File: src/rtl/cake_pos_gen.sv
// cake_pos_gen: detects the snake eating the cake and sends a new random grid position
// Ports:
//   clk, rst_n            clock, synchronous active-low reset
//   game_en               enables eat detection (the LFSR always runs)
//   head_x/head_y         snake head position in pixels
//   cake_x/cake_y         current cake position fed back from the placement block
//   rand_num              X on the rand_drive cycle, Y on the cycle after
//   rand_drive            one-cycle strobe marking the X beat
//   eat_pulse             one-cycle strobe per eat
//   score                 eat counter, wraps 255 -> 0
module cake_pos_gen #(
    parameter logic [15:0] SEED       = 16'hACE1,
    parameter int          CELL_SHIFT = 3,
    parameter int          X_LIMIT    = 440,
    parameter int          Y_LIMIT    = 320,
    parameter int          MAX_RETRY  = 3
) (
    input  logic        clk,
    input  logic        rst_n,
    input  logic        game_en,
    input  logic [11:0] head_x,
    input  logic [11:0] head_y,
    input  logic [11:0] cake_x,
    input  logic [11:0] cake_y,
    output logic [8:0]  rand_num,
    output logic        rand_drive,
    output logic        eat_pulse,
    output logic [7:0]  score
);
    typedef enum logic [2:0] {IDLE, CALC, CHECK, SEND_X, SEND_Y, HOLD} state_t;
    localparam int RW = $clog2(MAX_RETRY + 1) + 1;
    state_t        state, state_nx;
    logic [15:0]   lfsr, lfsr_nx;
    logic [RW-1:0] retry_cnt, retry_nx;
    logic [8:0]    cand_x, cand_y, cand_x_nx, cand_y_nx, map_x, map_y, rand_num_nx;
    logic          rand_drive_nx, eat_pulse_nx, hit, collide;
    logic [7:0]    score_nx;

    // Snap to the grid, then fold values past the limit back into range;
    // one subtraction is enough because the limit is at least half of 512.
    function automatic logic [8:0] map_cand(input logic [8:0] raw, input int limit);
        logic [9:0] a;
        a = {1'b0, (raw >> CELL_SHIFT) << CELL_SHIFT};
        return (a >= 10'(limit)) ? 9'(a - 10'(limit)) : a[8:0];
    endfunction

    assign map_x   = map_cand(lfsr[8:0], X_LIMIT);
    assign map_y   = map_cand(lfsr[15:7], Y_LIMIT);
    assign lfsr_nx = (lfsr == 16'd0) ? SEED : ({1'b0, lfsr[15:1]} ^ (lfsr[0] ? 16'hB400 : 16'h0000));
    assign hit     = game_en && head_x == cake_x && head_y == cake_y;
    assign collide = ({3'b0, cand_x} == head_x && {3'b0, cand_y} == head_y) ||
                     ({3'b0, cand_x} == cake_x && {3'b0, cand_y} == cake_y);

    // Outputs are computed for the state being entered and registered with it.
    always_comb begin
        state_nx      = state;
        retry_nx      = retry_cnt;
        cand_x_nx     = cand_x;
        cand_y_nx     = cand_y;
        rand_num_nx   = rand_num;
        rand_drive_nx = 1'b0;
        eat_pulse_nx  = 1'b0;
        score_nx      = score;
        case (state)
            IDLE: if (hit) begin
                state_nx     = CALC;
                eat_pulse_nx = 1'b1;
                score_nx     = score + 8'd1;
                retry_nx     = '0;
            end
            CALC: begin
                cand_x_nx = map_x;
                cand_y_nx = map_y;
                state_nx  = CHECK;
            end
            CHECK: if (collide && retry_cnt < RW'(MAX_RETRY)) begin
                retry_nx = retry_cnt + 1'b1;
                state_nx = CALC;
            end else begin
                state_nx      = SEND_X;
                rand_num_nx   = cand_x;
                rand_drive_nx = 1'b1;
            end
            SEND_X: begin
                state_nx    = SEND_Y;
                rand_num_nx = cand_y;
            end
            SEND_Y:  state_nx = HOLD;
            HOLD:    state_nx = IDLE;
            default: state_nx = IDLE;
        endcase
    end

    always_ff @(posedge clk) begin
        if (!rst_n) begin
            state      <= IDLE;
            lfsr       <= SEED;
            retry_cnt  <= '0;
            cand_x     <= '0;
            cand_y     <= '0;
            rand_num   <= '0;
            rand_drive <= 1'b0;
            eat_pulse  <= 1'b0;
            score      <= '0;
        end else begin
            state      <= state_nx;
            lfsr       <= lfsr_nx;
            retry_cnt  <= retry_nx;
            cand_x     <= cand_x_nx;
            cand_y     <= cand_y_nx;
            rand_num   <= rand_num_nx;
            rand_drive <= rand_drive_nx;
            eat_pulse  <= eat_pulse_nx;
            score      <= score_nx;
        end
    end
endmodule

File: config.mk
export PLATFORM = sky130hd
export DESIGN_NAME = cake_pos_gen
export DESIGN_NICKNAME = d
export VERILOG_FILES = /design/src/rtl/cake_pos_gen.sv
export SDC_FILE = /design/constraint.sdc
export NUM_CORES = 1
export LEC_CHECK = 0
export BUFFER_PORTS_ARGS = -buffer_cell sky130_fd_sc_hd__clkbuf_2
export CAP_MARGIN = 20
export CORE_MARGIN = 5
export CORE_UTILIZATION = 55
export DETAILED_ROUTE_END_ITERATION = 7
export PLACE_DENSITY = 0.82
export SYNTH_ARGS = -nofsm -noshare
export SYNTH_HDL_FRONTEND = slang
export SYNTH_SLANG_ARGS = --single-unit
File: constraint.sdc
create_clock -name clk -period 5.6 [get_ports clk]
set_input_delay 1.12 -clock clk [delete_from_list [all_inputs] [get_ports clk]]
set_output_delay 1.12 -clock clk [all_outputs]
set_load 0.05 [all_outputs]
---- Word level (Yosys, flattened, before mapping) ----
Index checks and enable logic that the tools add are counted.
storage, ports and cells
  register bits ........................... 59
  bits in latches ......................... 0
  memory bits (writable) .................. 0
  memory bits (read-only) ................. 0
  input port bits ......................... 51
  output and inout bits ................... 19
  logic and storage cells ................. 60
  memories kept ........................... 0
operators by class
  add/subtract/negate cells ............... 4
  $mul .................................... 0
  divide/modulo/power cells ............... 0
  magnitude comparators ................... 3
  equal/unequal tests ..................... 13
  shift operators ......................... 0
  mux-type cells .......................... 13
  bitwise logic cells ..................... 2
  reduce and logical (&&, ||, !) cells .... 16
operator list
  kind                                                        number
  == test 9 x 12 -> 1 bit                                     4
  two-way mux 9 bit                                           3
  == test 12 bit                                              2
  >= comparator 9 bit, second input constant                  2
  one-hot mux 9 bit (2 select lines)                          1
  subtractor 9 bit, second input constant                     2
  logical NOT 16 bit                                          1
  two-way mux 16 bit                                          1
  bitwise XOR 15 x 16 -> 16 bit                               1
  one-hot mux 3 bit (5 select lines)                          1
  two-way mux 3 bit                                           3
  adder 8 x 1 -> 8 bit, second input constant                 1
  AND reduction 2 bit                                         4
  == test 3 x 2 -> 1 bit, second input constant               2
  inequality test 2 bit, second input constant                3
  one-hot mux 3 bit (2 select lines)                          1
  logical AND 1 bit                                           5
  nonzero test 2 bit                                          2
  adder 3 x 1 -> 3 bit, second input constant                 1
  == test 3 x 1 -> 1 bit, second input constant               1
  == test 3 bit, second input constant                        1
  logical NOT 3 bit                                           1
  less-than comparator 3 x 2 -> 1 bit, second input constant  1
  AND reduction 3 bit                                         1
  other kinds (5)                                             6

---- Depth between registers and ports, before layout ----
Gate-level depths: netlist of the first run.
  word-level depth ........................ 6
  mapped depth ............................ 7
  mapped depth without buffers ............ 6

---- Least setup slack after synthesis of the first run ----
OpenSTA, ideal clock, no wires.
  path kind ............................... input-to-reg
  start point ............................. in cake_x[11]
  end point ............................... reg rand_num[3]
  library setup time ...................... 0.072 ns
  arrival time ............................ 2.711 ns
  data required time ...................... 5.528 ns
  path slack .............................. 2.817 ns
  cell stages on the path ................. 5
  buffers on the path ..................... 0
  cell sequence ........................... nor4_2 nand4_1 or4_4 a221oi_4 mux2i_1
on the way
  word-level cells in the longest chain between the ends .. 6
RTL lines
  element                                 RTL line  source
  start: declaration                      23        input logic [11:0] cake_x,
  == test 9 x 12 -> 1 bit                 52        ({3'b0, cand_x} == cake_x && {3'b0, cand_y} == cake_y);
  logical AND 1 bit                       52
  logical OR 1 bit                        51        assign collide = ({3'b0, cand_x} == head_x && {3'b0, cand_y} == head_y) ||
  logical AND 1 bit                       76        CHECK: if (collide && retry_cnt < RW'(MAX_RETRY)) begin
  inequality test 2 bit (no source line)  -
  AND reduction 2 bit (no source line)    -
  end signal: assignment                  111       rand_num <= rand_num_nx;
  end: declaration                        25        output logic [8:0] rand_num,
Every way passes these cells.
A chain may end at the register's enable or synchronous reset.

---- Worst setup path in the final report of the first run ----
  start point ............................. in head_y[5]
  end point ............................... reg score[2]
on the way
  word-level cells in the longest chain between the ends .. 3
RTL lines
  element                               RTL line  source
  start: declaration                    22        input logic [11:0] head_y,
  == test 12 bit                        50        assign hit = game_en && head_x == cake_x && head_y == cake_y;
  logical AND 1 bit                     50
  AND reduction 2 bit (no source line)  -
  end signal: assignment                114       score <= score_nx;
  end: declaration                      28        output logic [7:0] score
Every way passes these cells.

==> summary.log, run 1 <==
qor: run_status.status completed
qor: yosys.post_synth_instance_area 2820 um^2
qor: sta.finalSetupTns 0 ns
qor: cts.worst_setup_hold_path_clk_slew 0.10 ns
qor: floorplan.pin_count 70
qor: setup_path.regToRegStartpoint state[1]
qor: sta.timing.slew.headroom 40.4%
qor: setup_path.worstPathMaxFanout 16
qor: setup_path.cp.arrival 3.12 ns
qor: yosys.synthFlopType sky130_fd_sc_hd__dfxtp_1
qor: detailed_routing.drt_wl_total 6970 um
qor: cts.cts_buffer_depth 2
qor: setup_path.setup.worst_path.end_class flip-flop
qor: floorplan.die_x 81.7 um
qor: detailed_routing.routed-via-count 2,589
qor: detailed_routing.drt_iter0_drc 141
qor: pwr.ir_drop 0.205 mV
qor: place.detailed_place_hpwl 5360 um
qor: setup_path.worst-r2r-setup-slack 3.18 ns
qor: yosys.post_synth.cell_area_avg 8.69 um^2
qor: sta.worstMarginPinSlew 0.892 ns
qor: cts.cts.repair_timing.setup_buffer_count 0
qor: cts.clock_tree.htree_level_count 2
qor: cts.postCtsResizedCells 0
qor: sta.finClkSkew 0.0106 ns
qor: sta.rsz0062_at_grt false
qor: pwr.seq_power_share 54.3%
qor: yosys.synth.largest_area_cell sky130_fd_sc_hd__dfxtp_1
qor: flow_run.max-cap-violations 0
qor: yosys.yosys_warnings 0
qor: setup_path.reg2reg_depth 5
qor: global_routing.via_count_of_the_first_global_routing_pass 2,374
qor: yosys.postSynth.asyncResetShare 0%
qor: pwr.power.share.switching 27.7%
qor: cts.cts.root.buffer_cell sky130_fd_sc_hd__clkbuf_8
qor: global_routing.antenna_found_initial 0
qor: setup_path.timing.critical_path.cells clkbuf_2, xor2_1, nor4_1, nand4_1, o311ai_0, o41ai_1
qor: global_routing.grt_overflow_total 0
qor: floorplan.starting_density_of_the_core 56.0%
qor: detailed_routing.wire_per_inst 15.4 um
qor: pwr.power.density_cell_area 210 nW/um^2
qor: sta.worst_hold_slack 0.454 ns
qor: cts.cts.sink_count 50
qor: sta.maxClockFrequency 0.341 GHz
qor: sta.final-max-slew-violation-count 0
qor: floorplan.dieArea 6670 um^2
qor: sta.hold_viol 0
qor: hold_path.worstHoldEndpoint lfsr[0]
qor: detailed_routing.detail_route.vias_per_cell 5.70
qor: setup_path.worst_path_required 5.79 ns
qor: pwr.switching_power 0.190 mW
qor: yosys.sequential_cell_area_fraction_in_the_yosys_report 35.4%
qor: detailed_routing.drcViolationCount 0
qor: global_routing.grt_usage 21.1%
qor: floorplan.die_y 81.7 um
qor: pwr.clock_power_share 33.1%
qor: hold_path.min_path_type flip-flop to flip-flop
qor: pwr.share_comb_of_total_power 12.6%
qor: sta.fin_crit 2.93 ns
qor: setup_path.timing.setup.critical_path_class primary input to flip-flop
qor: setup_path.startpoint_type primary input
qor: setup_path.critical_path.reg2reg.endpoint retry_cnt[0]
qor: detailed_routing.antenna_violating_nets_post_route 0
qor: cts.tritoncts.num_buffers 5
qor: global_routing.grt_pass1_wl 10,800 um
qor: detailed_routing.dr.pass1.iters 4
qor: yosys.yosysUniqueCellTypes 41
qor: hold_path.worst_hold_startpoint lfsr[1]
qor: setup_path.cell_with_the_largest_stage_delay_on_the_worst_path sky130_fd_sc_hd__nand4_1
qor: place.gpl.final_weighted_congestion 0.929
qor: setup_path.cpLargestDelayFamily simple AND/OR/NAND/NOR gates
qor: cells_and_area.num_antenna_cells 0
qor: hold_path.min_delay_path_depth 1
qor: floorplan.core-area 5040 um^2
qor: setup_path.critical_path_buf_inv_count 1
qor: global_routing.grt_start_max_net_pins 25
qor: setup_path.max_incr_delay_on_cp 0.60 ns
qor: sta.setup_viol_count_final 0
qor: pwr.p_int 0.497 mW
qor: sta.period_share 52.3%
qor: cells_and_area.layout-drive-gt1-share 21.4%
qor: cells_and_area.final_net_count 438
qor: yosys.yosys.area.top_type_share 35.4%
qor: cts.cts.hold.buffers_added 0
qor: yosys.synth-edff-count 0
qor: place.placement.io_buffers 66
qor: pwr.leakage 1.21 nW
qor: yosys.synth.area.top_cells sky130_fd_sc_hd__dfxtp_1, sky130_fd_sc_hd__xnor2_1, sky130_fd_sc_hd__xor2_1
qor: cells_and_area.area.growth.synth_to_final 16.0%
qor: cts.tritoncts built
qor: yosys.synth_seq_cells 50
qor: cts.worstSkewPairLatency 0.31 ns
qor: yosys.syn_inst 325
qor: floorplan.floorplan_row_count 26
power groups by stage:
stage	sequential, mW	clock [mW]	combinational, mW
floorplan	0.378	0	0.0532
global placement	0.381	0	0.0848
detailed placement	0.381	0	0.0863
CTS	0.373	0.229	0.0868
global route	0.374	0.245	0.0952
finish	0.373	0.227	0.0868
layout make-up:
type                    instances  area [um^2]
fillers                       419         1770
multi-input cells             248         1710
flip-flops and latches         50         1000
repair buffers                 67          338
well taps                      70         87.6
clock buffers                   5         68.8
inverters                      11         41.3
clock inverters                 3         28.8
metal layers:
layer / vias up / share of wire [%] / GRT usage, % / routed length (um)
met5: - / 0 / 0 / 0
met4: 0 / 2.0 / 8.14 / 142
met3: 15 / 7.6 / 3.18 / 528
met2: 90 / 48 / 36.9 / 3360
met1: 1205 / 42 / 25.9 / 2950
li1: 1279 / - / - / -
metrics by stage:
stage                     util (%)  instances  power (mW)  worst slack (ns)  instance area [um^2]
after floorplan                  -        327       0.431              2.82                  2830
after global placement        63.0        446       0.466              2.45                  3180
after detailed placement      63.0        446       0.467              2.40                  3180
after CTS                     64.9        454       0.689              2.70                  3270
after global routing          64.9        454       0.714              2.38                  3270
final                         64.9        454       0.687              2.67                  3270
cells in the mapped netlist (all sizes together) (2+ instances only):
library cell and count:
a21oi 12, ha 4, or4 3, o311ai 5, mux2i 10, a311oi 7
nand2 22, nor3 2, o211ai 3, inv 11, dfxtp 50, clkbuf 14
and3 5, and2 9, nor3b 2, xnor2 40, xor2 14, buf 4
nor4 13, nand4 15, nand2b 14, nand3 9, o21ai 14, o41ai 5
nor2 20, a211oi 6
worst register-to-register path: stages, from the launching register on:
cell and delay (ns):
sky130_fd_sc_hd__dfxtp_1 0.46, sky130_fd_sc_hd__nor2b_1 0.75, sky130_fd_sc_hd__nand2b_1 0.33, sky130_fd_sc_hd__a211o_1 0.32
sky130_fd_sc_hd__a21oi_1 0.26, sky130_fd_sc_hd__mux2i_1 0.22
flip-flops by register name, indices dropped and copies added, names as in the netlist:
register    count
rand_drive      1
score           8
cand_y          6
retry_cnt       3
rand_num        6
cand_x          6
state           3
lfsr           16
eat_pulse       1
cells by family after synthesis:
kind of cell | count (synthesis) | synth area share [%]
other | 1 | 0.133
buffers and inverters | 29 | 4.30
adders and majority gates | 4 | 1.77
and+or+nand+nor | 117 | 23.0
AOI/OAI and AO/OA | 60 | 15.1
DFF | 50 | 35.4
muxes | 10 | 3.54
xor gates and xnor gates | 54 | 16.7
layout by cell type, fill, tap and decap left out, types with 11 or more instances in the layout:
master / count
sky130_fd_sc_hd__clkbuf_2: 66
sky130_fd_sc_hd__dfxtp_1: 50
sky130_fd_sc_hd__xnor2_1: 40
sky130_fd_sc_hd__nand2_1: 22
sky130_fd_sc_hd__nor2_1: 20
sky130_fd_sc_hd__nand4_1: 15
sky130_fd_sc_hd__xor2_1: 14
sky130_fd_sc_hd__nand2b_1: 14
sky130_fd_sc_hd__o21ai_0: 14
sky130_fd_sc_hd__a21oi_1: 12
sky130_fd_sc_hd__inv_1: 11
worst max path at each step:
stage,startpoint,to,slack [ns],cells past startpoint
finish,head_y[5],score[2],2.67,6
global route,head_y[5],score[2],2.38,6
CTS,head_y[5],score[2],2.70,6
detailed placement,head_y[5],score[2],2.40,6
global placement,cake_x[1],rand_num[3],2.45,6
floorplan,cake_x[11],rand_num[3],2.82,5
Power figures use the tool's default switching activity.
==> inputs of run 2 (changes only) <==
--- a/config.mk
+++ b/config.mk
@@ -5,12 +5,13 @@
 export SDC_FILE = /design/constraint.sdc
 export NUM_CORES = 1
 export LEC_CHECK = 0
+export ABC_AREA = 1
 export BUFFER_PORTS_ARGS = -buffer_cell sky130_fd_sc_hd__clkbuf_2
 export CAP_MARGIN = 20
 export CORE_MARGIN = 5
-export CORE_UTILIZATION = 55
+export CORE_UTILIZATION = 50
 export DETAILED_ROUTE_END_ITERATION = 7
-export PLACE_DENSITY = 0.82
+export PLACE_DENSITY = 0.77
 export SYNTH_ARGS = -nofsm -noshare
 export SYNTH_HDL_FRONTEND = slang
 export SYNTH_SLANG_ARGS = --single-unit
==> constraint.sdc (replaced) <==
create_clock -name clk -period 2.44 [get_ports clk]
set_input_delay 0.488 -clock clk [delete_from_list [all_inputs] [get_ports clk]]
set_output_delay 0.488 -clock clk [all_outputs]
set_load 0.05 [all_outputs]
==> run 2 against run 1 <==
Synthesized cell count increased by 74%. Routed wire length grew 25%. Core utilization shrank 7.0 points. Cell area grew 18%. Critical path depth rose by 3. Clock skew up 0.0046 ns. Critical path type unchanged. Critical endpoint is now score[4].
==> summary.log, run 2 <==
qor: run_status.status completed
qor: floorplan.die_y 92.3 um
qor: flow_run.max-cap-violations 0
qor: cells_and_area.area.growth.synth_to_final 14.3%
qor: floorplan.pin_count 70
qor: cts.tritoncts.num_buffers 5
qor: floorplan.floorplan_row_count 30
qor: sta.maxClockFrequency 0.575 GHz
qor: sta.final-max-slew-violation-count 0
qor: setup_path.worst-r2r-setup-slack 0.84 ns
qor: detailed_routing.antenna_violating_nets_post_route 0
qor: sta.period_share 71.3%
qor: sta.setup_viol_count_final 0
qor: yosys.yosys.area.top_type_share 29.6%
qor: setup_path.reg2reg_depth 13
qor: hold_path.worst_hold_startpoint lfsr[2]
qor: sta.fin_crit 1.74 ns
qor: floorplan.starting_density_of_the_core 50.7%
qor: yosys.syn_inst 567
qor: setup_path.critical_path.reg2reg.endpoint rand_num[7]
qor: floorplan.dieArea 8510 um^2
qor: detailed_routing.routed-via-count 3,568
qor: sta.finClkSkew 0.0152 ns
qor: yosys.synth.largest_area_cell sky130_fd_sc_hd__dfxtp_1
qor: cells_and_area.largest_register_ffs 16
qor: detailed_routing.drt_iter0_drc 209
qor: cts.clock_tree.htree_level_count 2
qor: cells_and_area.final_core_area_utilization 57.9%
qor: detailed_routing.detail_route.vias_per_cell 5.00
qor: cells_and_area.number_of_fillers_in_the_final_layout 671
qor: cts.tritoncts built
qor: detailed_routing.met2WireLength 4120 um
qor: yosys.yosys_warnings 0
qor: cts.cts.repair_timing.setup_buffer_count 0
qor: cells_and_area.layout-drive-gt1-share 16.6%
qor: yosys.synth-edff-count 0
qor: sta.worstMarginPinSlew 0.510 ns
qor: cells_and_area.regs_by_ff_count lfsr x16, score x8
qor: sta.rsz0062_at_grt false
qor: sta.worst_hold_slack 0.434 ns
qor: setup_path.cp.arrival 1.92 ns
qor: detailed_routing.drcViolationCount 0
qor: cts.postCtsResizedCells 0
qor: place.numPlacedInstances 706
qor: global_routing.grt_start_max_net_pins 26
qor: global_routing.grt_usage 20.7%
qor: detailed_routing.met1Wirelength 3780 um
qor: yosys.yosys.cell_count.top_type sky130_fd_sc_hd__nand2_1
qor: cts.cts.hold.buffers_added 0
qor: pwr.power.density_cell_area 529 nW/um^2
qor: cells_and_area.final_net_count 688
qor: cells_and_area.mostFrequentLayoutCells sky130_fd_sc_hd__nand2_1, sky130_fd_sc_hd__inv_1, sky130_fd_sc_hd__nor2_1
qor: hold_path.min_path_type flip-flop to flip-flop
qor: yosys.postSynth.asyncResetShare 0%
qor: yosys.sequential_cell_area_fraction_in_the_yosys_report 29.6%
qor: hold_path.min_delay_path_depth 2
qor: place.gpl.final_weighted_congestion 0.953
qor: cells_and_area.num_antenna_cells 0
qor: yosys.synth_commonest_cells sky130_fd_sc_hd__nand2_1, sky130_fd_sc_hd__inv_1, sky130_fd_sc_hd__nor2_1
qor: sta.timing.slew.headroom 65.9%
qor: global_routing.antenna_found_initial 0
qor: cells_and_area.layout.cells.non_filler 714
qor: setup_path.worstPathMaxFanout 9
qor: cts.worstSkewPairLatency 0.31 ns
qor: place.placement.io_buffers 66
qor: pwr.finalPower 2.05 mW
qor: cts.cts.root.buffer_cell sky130_fd_sc_hd__clkbuf_8
qor: pwr.leakage 2.03 nW
qor: place.placedInstanceArea 3760 um^2
qor: detailed_routing.drt_wl_total 8730 um
qor: cells_and_area.final_design_area_no_fill 3870 um^2
qor: pwr.ir_drop 0.386 mV
qor: yosys.synth_seq_cells 50
qor: cells_and_area.layout.cells.most_common sky130_fd_sc_hd__nand2_1
qor: cts.cts_buffer_depth 2
qor: place.detailed_place_hpwl 7130 um
qor: global_routing.via_count_of_the_first_global_routing_pass 3,213
qor: setup_path.regToRegStartpoint cand_x[7]
qor: yosys.post_synth_instance_area 3380 um^2
qor: detailed_routing.wire_per_inst 12.2 um
qor: sta.setup_slack 0.701 ns
qor: setup_path.setup.worst_path.end_class flip-flop
qor: yosys.yosysUniqueCellTypes 37
qor: setup_path.timing.setup.critical_path_class primary input to flip-flop
qor: detailed_routing.highest_metal_layer_used_by_the_detailed_router met4
qor: global_routing.grt_pass1_wl 14,100 um
qor: sta.hold_viol 0
qor: global_routing.grt_overflow_total 0
qor: sta.finalSetupTns 0 ns
qor: cts.cts.sink_count 50
qor: cts.worst_setup_hold_path_clk_slew 0.08 ns
qor: setup_path.startpoint_type primary input
qor: cells_and_area.max_flop_register lfsr
qor: setup_path.worst_path_required 2.62 ns
qor: yosys.post_synth.cell_area_avg 5.97 um^2
qor: detailed_routing.wl_met3 542 um
qor: hold_path.worstHoldEndpoint lfsr[1]
qor: place.pre_cts_ws 0.414 ns
qor: floorplan.die_x 92.3 um
qor: floorplan.core-area 6680 um^2
qor: yosys.synth.area.top_cells sky130_fd_sc_hd__dfxtp_1, sky130_fd_sc_hd__nand2_1, sky130_fd_sc_hd__inv_1
qor: yosys.synthFlopType sky130_fd_sc_hd__dfxtp_1
qor: detailed_routing.dr.pass1.iters 5
## run 2: cell families after synthesis
kind of cell               share of synthesized area (%)
and+or+nand+nor                                     41.3
buffers and inverters                               12.3
AOI/OAI and AO/OA                                   9.57
DFF                                                 29.6
xor gates and xnor gates                            5.69
adders and majority gates                           1.48
other                                              0.111
## run 2: critical path, cell delays in order
cell	delay [ns]
sky130_fd_sc_hd__clkbuf_2	0.10
sky130_fd_sc_hd__xnor2_1	0.39
sky130_fd_sc_hd__nand3_1	0.12
sky130_fd_sc_hd__nor2_1	0.10
sky130_fd_sc_hd__nand3_1	0.12
sky130_fd_sc_hd__nor2_4	0.24
sky130_fd_sc_hd__nand2_2	0.17
sky130_fd_sc_hd__nand2_1	0.11
sky130_fd_sc_hd__a21oi_1	0.06
## run 2: layout make-up
| class | instances | area [um^2] | share of cell area (%) |
|---|---|---|---|
| Clock buffer | 7 | 76.3 | 1.97 |
| Clock inverter | 1 | 30.0 | 0.776 |
| Inverter | 91 | 342 | 8.83 |
| Multi-Input combinational cell | 417 | 1970 | 51.0 |
| Sequential cell | 50 | 1000 | 25.9 |
| Tap cell | 80 | 100 | 2.59 |
| Timing Repair Buffer | 68 | 345 | 8.93 |
## run 2: worst max-delay path by stage
stage	to	depth (start not counted)	startpoint
after floorplan	score[6]	6	score[0]
after global placement	score[4]	9	head_x[8]
after detailed placement	score[0]	9	head_x[8]
after CTS	score[0]	9	head_x[8]
after global routing	score[7]	9	head_y[8]
final	score[4]	9	head_x[8]
## run 2: power breakdown
part | internal [mW] | leakage, nW | total [mW] | switching, mW
combinational | 0.186 | 1.57 | 0.543 | 0.357
sequential | 0.875 | 0.408 | 0.931 | 0.0563
clock | 0.307 | 0.0524 | 0.573 | 0.266
## run 2: layer usage
metal	up-vias	track usage [%]
li1	1883	-
met1	1571	25.6
met2	93	34.4
met3	21	3.53
met4	0	10.8
met5	-	0
==> inputs of run 3 (changes only) <==
--- a/config.mk
+++ b/config.mk
@@ -9,9 +9,9 @@
 export BUFFER_PORTS_ARGS = -buffer_cell sky130_fd_sc_hd__clkbuf_2
 export CAP_MARGIN = 20
 export CORE_MARGIN = 5
-export CORE_UTILIZATION = 50
+export CORE_UTILIZATION = 55
 export DETAILED_ROUTE_END_ITERATION = 7
-export PLACE_DENSITY = 0.77
+export PLACE_DENSITY = 0.8
 export SYNTH_ARGS = -nofsm -noshare
 export SYNTH_HDL_FRONTEND = slang
 export SYNTH_SLANG_ARGS = --single-unit
==> constraint.sdc (replaced) <==
create_clock -name clk -period 1.8 [get_ports clk]
set_input_delay 0.36 -clock clk [delete_from_list [all_inputs] [get_ports clk]]
set_output_delay 0.36 -clock clk [all_outputs]
set_load 0.05 [all_outputs]
==> run 3 against run 2 <==
Clock-buffer cell count decreased by 2. Worst hold slack got worse by 0.0015 ns. Combinational power up 37%. Sequential power up 35%. Sequential cell count did not move. Final cell count did not move. Via count increased by 0.73%. First-iteration DRC count rose by 1.9%. Critical path type is now flip-flop to flip-flop. Largest cell class unchanged.
==> summary.log, run 3 (synthesis gave the netlist of run 2 again) <==
qor: cts.cts_buffer_depth 2
qor: detailed_routing.drt_wl_total 8660 um
qor: sta.final-max-slew-violation-count 0
qor: cells_and_area.final_net_count 693
qor: pwr.share_comb_of_total_power 27.8%
qor: cts.tritoncts.num_buffers 5
qor: global_routing.grt_overflow_total 0
qor: cells_and_area.regs_by_ff_count lfsr x16, score x8
qor: setup_path.timing.setup.critical_path_class flip-flop to flip-flop
qor: pwr.ir_drop 0.453 mV
qor: cts.worst_setup_hold_path_clk_slew 0.10 ns
qor: pwr.clock_power_share 25.1%
qor: sta.setup_slack 0.212 ns
qor: sta.hold_viol 0
qor: place.numPlacedInstances 706
qor: pwr.switching_power 0.951 mW
qor: detailed_routing.routed-via-count 3,594
qor: cells_and_area.final_design_area_no_fill 3890 um^2
qor: global_routing.grt_usage 23.5%
qor: detailed_routing.met1Wirelength 3790 um
qor: sta.finalSetupTns 0 ns
qor: place.detailed_place_hpwl 7200 um
qor: setup_path.regToRegStartpoint cand_y[7]
qor: detailed_routing.met2WireLength 4220 um
qor: cells_and_area.area.growth.synth_to_final 15.0%
qor: cells_and_area.num_antenna_cells 0
qor: cells_and_area.max_flop_register lfsr
qor: pwr.seq_power_share 47.1%
qor: setup_path.timing.critical_path.cells inv_2, nand2_1, nand2_1, nor2_1, nand2_1, nor2_2, nand2_1, nand2_2, nand2_2, nand2_4, nand3_1, nand2_1, nor2_1
qor: setup_path.reg2reg_depth 13
qor: hold_path.min_path_type flip-flop to flip-flop
qor: cells_and_area.mostFrequentLayoutCells sky130_fd_sc_hd__nand2_1, sky130_fd_sc_hd__inv_1, sky130_fd_sc_hd__nor2_1
qor: floorplan.pin_count 70
qor: cts.cts.root.buffer_cell sky130_fd_sc_hd__clkbuf_8
qor: cts.clock_tree.htree_level_count 2
qor: cells_and_area.layout-drive-gt1-share 17.8%
qor: sta.maxClockFrequency 0.630 GHz
qor: sta.timing.slew.headroom 64.0%
qor: global_routing.via_count_of_the_first_global_routing_pass 3,381
qor: setup_path.critPathLaunch cand_y[7]
qor: detailed_routing.dr.pass1.iters 5
qor: floorplan.floorplan_row_count 28
qor: sta.rsz0062_at_grt false
qor: detailed_routing.highest_metal_layer_used_by_the_detailed_router met4
qor: global_routing.grt_start_max_net_pins 26
qor: flow_run.max-cap-violations 0
qor: detailed_routing.drt_iter0_drc 213
qor: setup_path.setup.worst_path.end_class flip-flop
qor: sta.setup_viol_count_final 0
qor: cells_and_area.final_core_area_utilization 65.4%
qor: sta.worstMarginPinSlew 0.539 ns
qor: setup_path.max_incr_delay_on_cp 0.40 ns
qor: pwr.p_int 1.73 mW
qor: cts.cts.sink_count 50
qor: cells_and_area.layout.cells.non_filler 714
qor: setup_path.critical-path-top-cell-by-count sky130_fd_sc_hd__nand2_1
qor: detailed_routing.wire_per_inst 12.1 um
qor: place.placement.io_buffers 66
qor: floorplan.starting_density_of_the_core 56.8%
qor: setup_path.cp.arrival 1.79 ns
qor: detailed_routing.detail_route.vias_per_cell 5.03
qor: detailed_routing.wl_met3 505 um
qor: place.pre_cts_ws -0.0694 ns
qor: cts.tritoncts built
qor: run_status.status completed
qor: floorplan.die_y 88.4 um
qor: cells_and_area.layout.cells.most_common sky130_fd_sc_hd__nand2_1
qor: floorplan.dieArea 7820 um^2
qor: place.gpl.final_weighted_congestion 0.919
qor: place.placedInstanceArea 3790 um^2
qor: global_routing.antenna_found_initial 0
qor: sta.period_share 88.2%
qor: setup_path.worst-r2r-setup-slack 0.21 ns
qor: global_routing.grt_pass1_wl 14,700 um
qor: setup_path.worst_path_required 2.01 ns
qor: setup_path.worstPathMaxFanout 14
qor: sta.worst_hold_slack 0.433 ns
qor: cts.worstSkewPairLatency 0.31 ns
qor: setup_path.startpoint_type flip-flop
qor: setup_path.critPathCapture rand_num[6]
qor: setup_path.critical_path.reg2reg.endpoint rand_num[6]
qor: cts.cts.repair_timing.setup_buffer_count 0
qor: pwr.finalPower 2.68 mW
qor: setup_path.cell_with_the_largest_stage_delay_on_the_worst_path sky130_fd_sc_hd__dfxtp_1
qor: detailed_routing.antenna_violating_nets_post_route 0
qor: pwr.leakage 2.04 nW
qor: cells_and_area.largest_register_ffs 16
qor: floorplan.die_x 88.4 um
qor: pwr.power.share.switching 35.5%
qor: detailed_routing.drcViolationCount 0
qor: floorplan.core-area 5960 um^2
qor: sta.fin_crit 1.59 ns
qor: pwr.power.density_cell_area 688 nW/um^2
qor: sta.finClkSkew 0.0153 ns
[run 3: cell types whose count changed in the layout (fill, tap and decap cells not counted), sizes merged]
| cell | before | now |
|---|---|---|
| buf | 2 | 7 |
| clkbuf | 73 | 71 |
| clkinvlp | 0 | 2 |
| bufinv | 1 | 0 |
| inv | 90 | 91 |
[run 3: routing by layer]
layer	vias to the layer above	global-route usage, %
li1	1898	-
met3	12	3.26
met4	0	6.87
met5	-	0
met1	1596	29.6
met2	88	41.8
[run 3: power by group through the flow]
stage	clock network (mW)	registers, mW	logic, mW
floorplan	0	1.33	0.472
global placement	0	1.28	0.731
detailed placement	0	1.29	0.741
CTS	0.685	1.26	0.745
global route	0.741	1.28	0.849
finish	0.672	1.26	0.746
[run 3: worst min-delay path by stage]
stage	start	end	slack [ns]	cells past startpoint
6_report	lfsr[2]	lfsr[1]	0.43	2
5_1_grt	lfsr[2]	lfsr[1]	0.46	2
4_1_cts	lfsr[2]	lfsr[1]	0.44	2
3_5_place_dp	lfsr[2]	lfsr[1]	0.42	2
3_3_place_gp	lfsr[9]	lfsr[8]	0.42	2
2_1_floorplan	lfsr[2]	lfsr[1]	0.41	2
[run 3: repair_timing]
action | 4_1_cts | 5_1_grt
hold buffers | 0 | 0
gates resized for setup | 0 | 2
setup endpoints to repair | 0 | 4
[run 3: area by class of cell]
cell class / count / area, um^2
inverters: 91 / 342
fillers: 562 / 2060
clock inverters: 3 / 23.8
clock buffers: 5 / 68.8
repair buffers: 73 / 383
well taps: 75 / 93.8
multi-input cells: 417 / 1980
flip-flops and latches: 50 / 1000
[run 3: worst max-delay path: cells and delay by family, from the launching register on]
| kind | cells | cell delay (ns) |
|---|---|---|
| and+or+nand+nor | 12 | 1.02 |
| buffers and inverters | 1 | 0.07 |
| DFF | 1 | 0.40 |
